File: config.mk
export PLATFORM = sky130hd
export DESIGN_NAME = snow64_bfloat16_cast_arbiter
export DESIGN_NICKNAME = d
export VERILOG_FILES = /design/src/rtl/snow64_bfloat16_cast_arbiter.sv
export SDC_FILE = /design/constraint.sdc
export NUM_CORES = 1
export LEC_CHECK = 0
export BUFFER_PORTS_ARGS = -buffer_cell sky130_fd_sc_hd__buf_2
export CORE_AREA = 2 2 139 141
export CTS_BUF_LIST = sky130_fd_sc_hd__clkbuf_8
export CTS_CLUSTER_SIZE = 25
export DETAILED_ROUTE_END_ITERATION = 8
export DIE_AREA = 0 0 141 143
export SYNTH_ARGS = -nofsm -noshare
export SYNTH_HDL_FRONTEND = slang
export SYNTH_SLANG_ARGS = --single-unit
export TNS_END_PERCENT = 5
File: constraint.sdc
create_clock -name clk -period 2.1 [get_ports clk]
set_clock_uncertainty 0.15 [all_clocks]
set_input_delay 0.21 -clock clk [delete_from_list [all_inputs] [get_ports clk]]
set_output_delay 0.21 -clock clk [all_outputs]
set_load 0.02 [all_outputs]
File: src/rtl/snow64_bfloat16_cast_arbiter.sv
// snow64_bfloat16_cast_arbiter
// Two-requester round-robin front end for the BFloat16 cast units.
// One command is in flight at a time: it is captured on transfer, started on
// the op-selected unit once that unit can take it, and its result (or a
// watchdog abort) is returned to the owning requester as a one-cycle strobe.
//
// state   | meaning
// --------+-------------------------------------------------------------
// IDLE    | no command in flight; round-robin grant offered via req_ready
// ISSUE   | command captured; waiting for the selected unit to accept start
// WAIT    | start issued; waiting for the selected unit's data_valid
// RESPOND | rsp_valid strobed to the owner for one cycle, then back to IDLE

module snow64_bfloat16_cast_arbiter #(
  parameter int WATCHDOG_CYCLES = 16
) (
  input  logic          clk,
  input  logic          rst,

  input  logic [1:0]    req_valid,
  output logic [1:0]    req_ready,
  input  logic [1:0]    req_op,
  input  logic [127:0]  req_to_cast,
  input  logic [3:0]    req_int_type_size,
  input  logic [1:0]    req_type_signedness,

  output logic [1:0]    rsp_valid,
  output logic [63:0]   rsp_data,
  output logic          rsp_timeout,

  output logic [63:0]   unit_to_cast,
  output logic [1:0]    unit_int_type_size,
  output logic          unit_type_signedness,

  output logic          cfi_start,
  output logic          cti_start,

  input  logic          cfi_data_valid,
  input  logic          cfi_can_accept_cmd,
  input  logic          cti_data_valid,
  input  logic          cti_can_accept_cmd,
  input  logic [15:0]   cfi_data,
  input  logic [63:0]   cti_data
);

  typedef enum logic [1:0] {
    ST_IDLE    = 2'd0,
    ST_ISSUE   = 2'd1,
    ST_WAIT    = 2'd2,
    ST_RESPOND = 2'd3
  } state_t;

  // op encoding of the captured command
  localparam logic OP_FROM_INT = 1'b0;

  localparam int             WD_W    = $clog2(WATCHDOG_CYCLES) + 1;
  localparam logic [WD_W-1:0] WD_LAST = WD_W'(WATCHDOG_CYCLES - 1);
  localparam logic [WD_W-1:0] WD_ONE  = WD_W'(1);

  state_t          state_q;
  state_t          state_d;

  logic            last_grant_q;
  logic            owner_q;
  logic            op_q;
  logic [WD_W-1:0] wd_cnt_q;

  logic            grant_any;
  logic            grant_idx;
  logic            transfer;

  logic            busy;
  logic            sel_can_accept;
  logic            sel_data_valid;
  logic [63:0]     sel_result;
  logic            done;
  logic            wd_expire;

  // Round-robin pick: the requester after last_grant has priority.
  always_comb begin
    grant_any = |req_valid;
    if (last_grant_q) begin
      grant_idx = req_valid[0] ? 1'b0 : 1'b1;
    end else begin
      grant_idx = req_valid[1] ? 1'b1 : 1'b0;
    end
  end

  // Accept is offered only in IDLE and only to the single granted requester.
  always_comb begin
    req_ready = 2'b00;
    if (state_q == ST_IDLE && grant_any) begin
      req_ready = grant_idx ? 2'b10 : 2'b01;
    end
    transfer = |(req_valid & req_ready);
  end

  // Route the status/result of whichever unit the captured op selects.
  always_comb begin
    busy = (state_q == ST_ISSUE) || (state_q == ST_WAIT);
    if (op_q == OP_FROM_INT) begin
      sel_can_accept = cfi_can_accept_cmd;
      sel_data_valid = cfi_data_valid;
      sel_result     = {48'h0, cfi_data};
    end else begin
      sel_can_accept = cti_can_accept_cmd;
      sel_data_valid = cti_data_valid;
      sel_result     = cti_data;
    end
    // data_valid is ignored outside WAIT; completion beats a same-cycle expiry
    done      = (state_q == ST_WAIT) && sel_data_valid;
    wd_expire = busy && (wd_cnt_q == WD_LAST) && !done;
  end

  // FSM state register.
  always_ff @(posedge clk) begin
    if (rst) begin
      state_q <= ST_IDLE;
    end else begin
      state_q <= state_d;
    end
  end

  // FSM next-state logic.
  always_comb begin
    state_d = state_q;
    case (state_q)
      ST_IDLE: begin
        if (transfer) state_d = ST_ISSUE;
      end
      ST_ISSUE: begin
        if (wd_expire) begin
          state_d = ST_RESPOND;
        end else if (sel_can_accept) begin
          state_d = ST_WAIT;
        end
      end
      ST_WAIT: begin
        if (done || wd_expire) state_d = ST_RESPOND;
      end
      ST_RESPOND: begin
        state_d = ST_IDLE;
      end
      default: begin
        state_d = ST_IDLE;
      end
    endcase
  end

  // FSM outputs: start pulses and the response strobe.
  // A start is withheld in the expiry cycle so an aborted command never
  // reaches a unit that would then answer into an idle arbiter.
  always_comb begin
    cfi_start = 1'b0;
    cti_start = 1'b0;
    rsp_valid = 2'b00;
    if (state_q == ST_ISSUE && sel_can_accept && !wd_expire) begin
      if (op_q == OP_FROM_INT) begin
        cfi_start = 1'b1;
      end else begin
        cti_start = 1'b1;
      end
    end
    if (state_q == ST_RESPOND) begin
      rsp_valid = owner_q ? 2'b10 : 2'b01;
    end
  end

  // Capture the granted command; unit_* stay stable until the next transfer.
  always_ff @(posedge clk) begin
    if (rst) begin
      op_q                 <= 1'b0;
      owner_q              <= 1'b0;
      unit_to_cast         <= 64'h0;
      unit_int_type_size   <= 2'b00;
      unit_type_signedness <= 1'b0;
    end else if (transfer) begin
      op_q                 <= req_op[grant_idx];
      owner_q              <= grant_idx;
      unit_to_cast         <= grant_idx ? req_to_cast[127:64] : req_to_cast[63:0];
      unit_int_type_size   <= grant_idx ? req_int_type_size[3:2] : req_int_type_size[1:0];
      unit_type_signedness <= req_type_signedness[grant_idx];
    end
  end

  // Watchdog: cleared on transfer, advanced on every ISSUE/WAIT cycle.
  always_ff @(posedge clk) begin
    if (rst) begin
      wd_cnt_q <= '0;
    end else if (transfer) begin
      wd_cnt_q <= '0;
    end else if (busy) begin
      wd_cnt_q <= wd_cnt_q + WD_ONE;
    end
  end

  // Response payload, held until the next command finishes or aborts.
  always_ff @(posedge clk) begin
    if (rst) begin
      rsp_data    <= 64'h0;
      rsp_timeout <= 1'b0;
    end else if (done) begin
      rsp_data    <= sel_result;
      rsp_timeout <= 1'b0;
    end else if (wd_expire) begin
      rsp_data    <= 64'h0;
      rsp_timeout <= 1'b1;
    end
  end

  // Round-robin pointer moves to the owner when its response goes out.
  // Reset value 1 hands the first grant to requester 0.
  always_ff @(posedge clk) begin
    if (rst) begin
      last_grant_q <= 1'b1;
    end else if (state_q == ST_RESPOND) begin
      last_grant_q <= owner_q;
    end
  end

endmodule

Word-level counts from Yosys, hierarchy flattened
Cells that the tools add are included.
{ "totals": {"word_cells": 64, "reg_bits": 142, "inputBits": 224} }
{ "op_classes": {"n_reduce_logical": 17, "n_lt_le_gt_ge": 1, "n_eq_ne": 7, "n_mux": 27, "n_bitwise": 1, "add_sub_neg": 1} }
{ "op_table": {"columns": ["cell", "n"], "rows": [
  ["two-way mux 64 bit", 4],
  ["two-way mux 2 bit", 9],
  ["two-way mux 1 bit", 13],
  ["one-hot mux 2 bit (4 select lines)", 1],
  ["logical AND 1 bit", 6],
  ["OR reduction 2 bit", 3],
  ["adder 5 x 1 -> 5 bit, second input constant", 1],
  ["equality test 5 x 4 -> 1 bit, second input constant", 1],
  ["equality test 2 bit, second input constant", 2],
  ["inequality test 3 bit, second input constant", 1],
  ["AND reduction 3 bit", 1],
  ["OR reduction 3 bit", 1],
  ["bitwise AND 2 bit", 1],
  ["equality test 2 x 1 -> 1 bit, second input constant", 1],
  ["zero test 1 bit", 2],
  ["zero test 2 bit", 1],
  ["logical OR 1 bit", 2],
  ["less-than comparator 1 x 2 -> 1 bit, second input constant", 1],
  ["inequality test 2 x 1 -> 1 bit, second input constant", 1],
  ["inequality test 2 bit, second input constant", 1],
  ["nonzero test 2 bit", 1]
]} }

Depth between registers and ports, before layout
{ "logic_depth": {"word_depth": 8, "ltp_mapped": 9, "ltp_nobuf": 7} }

Least setup slack after synthesis
No wires, ideal clock.
{ "synth_timing": {"path_type": "register to output", "start": "register state_q[0]", "end": "output cfi_start", "required_time_ps": 1740, "stages_incl_launch_ff": 7, "slack_ps": 218, "arrival_ps": 1522, "path_cell_list": "dfxtp_1 > inv_1 > ha_1 > buf_2 > nand2_1 > o21ai_1 > nor2_1"} }
{ "synth_via": {"elab_chain_len": 7} }
{ "synth_lines": {"columns": ["element", "line", "source"], "rows": [
  ["start, declared", "60", "state_t state_q;"],
  ["start signal, assigned", "120", "state_q <= state_d;"],
  ["equality test 2 x 1 -> 1 bit or equality test 2 bit (tied branches)", "100, 157, 111", null],
  ["logical OR 1 bit or logical AND 1 bit (tied branches)", "100, 111", null],
  ["logical AND 1 bit or zero test 1 bit (tied branches)", "112", "wd_expire = busy && (wd_cnt_q == WD_LAST) && !done;"],
  ["logical AND 1 bit", "112", null],
  ["zero test 1 bit", "157", "if (state_q == ST_ISSUE && sel_can_accept && !wd_expire) begin"],
  ["logical AND 1 bit (*)", "157", null],
  ["two-way mux 1 bit (*)", "157", null],
  ["end, declared", "35", "output logic cfi_start,"]
]} }
Mark *: on every way between the ends. The rest lies on a longest branch, timed or not.

Worst setup path after layout
{ "layout_timing": {"start": "register wd_cnt_q[1]", "end": "output cti_start"} }
{ "layout_via": {"elab_chain_len": 6} }
{ "layout_lines": {"columns": ["element", "line", "source"], "rows": [
  ["start, declared", "66", "logic [WD_W-1:0] wd_cnt_q;"],
  ["start signal, assigned", "193", "wd_cnt_q <= wd_cnt_q + WD_ONE;"],
  ["equality test 5 x 4 -> 1 bit", "112", null],
  ["logical AND 1 bit (2 in a row)", "112", null],
  ["zero test 1 bit", "157", null],
  ["logical AND 1 bit", "157", null],
  ["two-way mux 1 bit", "157", null],
  ["end, declared", "36", "output logic cti_start,"]
]} }
Every way passes these cells.

==> run metrics <==
status completed; Rows 50; vias in the first global route 6,576; Critical Path Slowest Stage Cell dfxtp_4; Hold WC Path Type in2reg; number of remaining DRC errors 0; Worst Reg-to-Reg Cells 9; initial antenna violation count 0; critical path's top delay family flip-flops; Setup crit end cti_start; drt first pass iters 5; Cell Area, Placed between 8000 and 9000 sq um; routing usage on met3 5.97%; Mapped Area 6140 sq um; FMAX 488 MHz; sequential share of the synthesized area 46.3%; Hold Fails Final Rpt 0; Slew @ Worst Pin between 0.4 and 0.5 ns; antenna cells 0; CTS buffer count 17; largest net degree at the start of global routing 61; cells after synthesis between 600 and 700; Final Cycle Share ~98%; Top Ports between 300 and 400; met2 Usage GRT 36.3%; Starting DRT DRC Count about 240; depth of the CTS H-tree 4; RSZ-0062 raised after global routing yes; CP Launch Point wd_cnt_q[1]; CTS root buffer clkbuf_8; FFs w/ async S/R, synth 0%; instance count on the critical path 7; crit path max fanout 3; share of cells above drive strength 1 between 40% and 50%; Min Hold Slack 0.0290 ns; Longest Clk Path Bufs 2; routed wire length 22.0 mm; Pwr Density just over 1000 nW/um^2; DIE HEIGHT 143 microns; Tmin final roughly 2 ns; Worst VDD drop 0.000512 V; Initial Utilization around 33%; Buf+Inv Stages, Crit Path 1; core area 18,600 sq um; # nets final 1,386; worst hold stages 3; buffers added on ports 361; R2R Path End rsp_data[40]; DR WL/cell 15.7 microns; Yosys reg bits 142; Reg2Reg Setup Slack 0.06 ns; via count 6,657; Reg clk slew, reported paths 0.07 ns; final setup fails 0; GR Util met1 25.0%; CP endpoint kind output pin; Num Clock Sinks 142; CP peak stage delay 0.37 ns; TritonCTS clock tree done; launch point of the worst reg-to-reg path wd_cnt_q[1]; clock latency at the later pin of the worst-skew pair 0.43 ns; Area Growth Syn to Fin 71.8%; global placement routability congestion 0.768; Syn Nets approximately 860; CP Cell Sequence ha_4 > and3_4 > ha_4 > nand2_4 > o21ai_4 > nor2_1 > buf_4; Worst EP required between 1.5 and 2 ns; Yosys cell types 40; Total GRT Usage 20.9%; gr busiest metal met2; Critical Path Most Common Cell ha_4; drt via density 4.75; Avg Cell Area, Syn 9.78 sq um; Overflow after GRT 0; worst rel slew slack 67.6%; Critical Path AT 1.69 ns; maxcap violations 0; Synth warnings 0; kind of critical path reg2out; Final Cell Area 10,600 sq um; Post-synth EDFFs 0; startpoint types register; die area 20,200 sq um; Leak Pwr 4.95 nW; Final Max Tran Viols 0; Antenna Violating Nets Remaining 0; main flop type after synthesis dfxtp_1; Post-DP HPWL ~14 mm; first-pass GRT wire length ~33 mm; die width 141 microns
[kinds of logic after synthesis]
| family | after synthesis | share of synthesized area (%) |
|---|---|---|
| AOI/OAI and AO/OA | 144 | 18.5 |
| buffers and inverters | 63 | 6.05 |
| xor gates and xnor gates | 3 | 0.428 |
| DFF | 142 | 46.3 |
| and+or+nand+nor | 181 | 12.6 |
| adders and majority gates | 7 | 1.43 |
| muxes | 88 | 14.7 |
[state kept, by name (all words and copies together) (netlist names)]
| signal | cells |
|---|---|
| unit_int_type_size | 2 |
| op_q | 1 |
| unit_type_signedness | 1 |
| wd_cnt_q | 5 |
| rsp_data | 64 |
| state_q | 2 |
| rsp_timeout | 1 |
| last_grant_q | 1 |
| unit_to_cast | 64 |
| owner_q | 1 |
[layout by cell type (no fill, tap or decap), types with 3 or more instances in the layout]
master and count:
and2_1 4, nor2_1 112, buf_4 20, bufinv_16 4
mux2_2 16, dfxtp_4 3, nand3_1 17, dfxtp_1 136
mux2i_1 71, ha_4 3, nand2_1 22, clkinvlp_4 3
a22oi_2 21, nor3_1 4, nand4_1 3, inv_6 3
dfxtp_2 3, buf_12 10, a22oi_1 27, a211oi_1 67
dlygate4sd3_1 175, buf_2 357, inv_1 7, nor2_2 11
a21oi_1 17, clkbuf_8 17, ha_1 4
[area by class of cell]
class	instances	area, sq um
clock buffer	17	234
clock inverter	14	191
fill	1583	8020
inverter	6	22.5
multi-input combinational	424	3040
sequential	142	2860
tap	234	293
timing repair buffer	564	3920
[routing by layer]
layer | part of all wire (%) | up-vias
met5 | 0 | -
met4 | 2.0 | 0
met3 | 7.9 | 32
met2 | 49 | 300
met1 | 41 | 3013
li1 | - | 3312
[tightest hold or removal path: stages]
cell and delay (ns):
buf_2 0.10, mux2i_1 0.16, a211oi_1 0.09
[Yosys cell counts (3+ instances only)]
master	n	area (sq um)
a211oi_1	68	510
a21oi_1	17	85.1
a22oi_1	28	210
a22oi_2	20	250
and2_1	5	31.3
buf_2	17	85.1
buf_4	4	30.0
buf_6	9	101
clkbuf_1	24	90.1
dfxtp_1	142	2840
ha_1	7	87.6
inv_1	6	22.5
mux2_2	16	180
mux2i_1	71	711
nand2_1	23	86.3
nand3_1	17	85.1
nand4_1	3	18.8
nor2_1	113	424
nor2_2	10	62.6
nor3_1	4	20.0
[metrics by stage]
stage               setup WS, ns  util [%]  cells  TNS [ns]  power [W]
floorplan                  0.218         -    628         0    0.00642
global placement           0.169      44.2   1187         0    0.00783
detailed placement         0.104      44.2   1187         0    0.00786
finish                    0.0507      56.8   1401         0     0.0107
global route             -0.0443      56.8   1401    -0.245     0.0114
CTS                      -0.0119      56.3   1399   -0.0231     0.0107
[power breakdown]
group	switching, W	leakage, nW	internal [W]	total [W]
registers	0.000294	1.17	0.00329	0.00358
logic	0.00271	3.58	0.00203	0.00474
clock network	0.00108	0.210	0.00129	0.00237
[what timing repair did]
action / 4_1_cts / 5_1_grt
pin swaps: 7 / 4
setup buffers: 7 / 0
gates cloned: 1 / 0
gates resized for setup: 14 / 17
setup endpoints to repair: 4 / 40
hold endpoints to repair: 113 / 1
hold buffers: 173 / 2
[worst min-delay path by stage]
stage,endpoint,slack [ns],startpoint
final,unit_to_cast[13],0.03,req_to_cast[13]
after global routing,unit_to_cast[7],0.01,req_to_cast[7]
after CTS,unit_to_cast[22],0.0004,req_to_cast[22]
after detailed placement,rsp_data[13],0.30,rsp_data[13]
after global placement,rsp_data[13],0.30,rsp_data[13]
after floorplan,rsp_data[53],0.21,cti_data[53]
No activity file was read; power rests on OpenSTA's default activity.
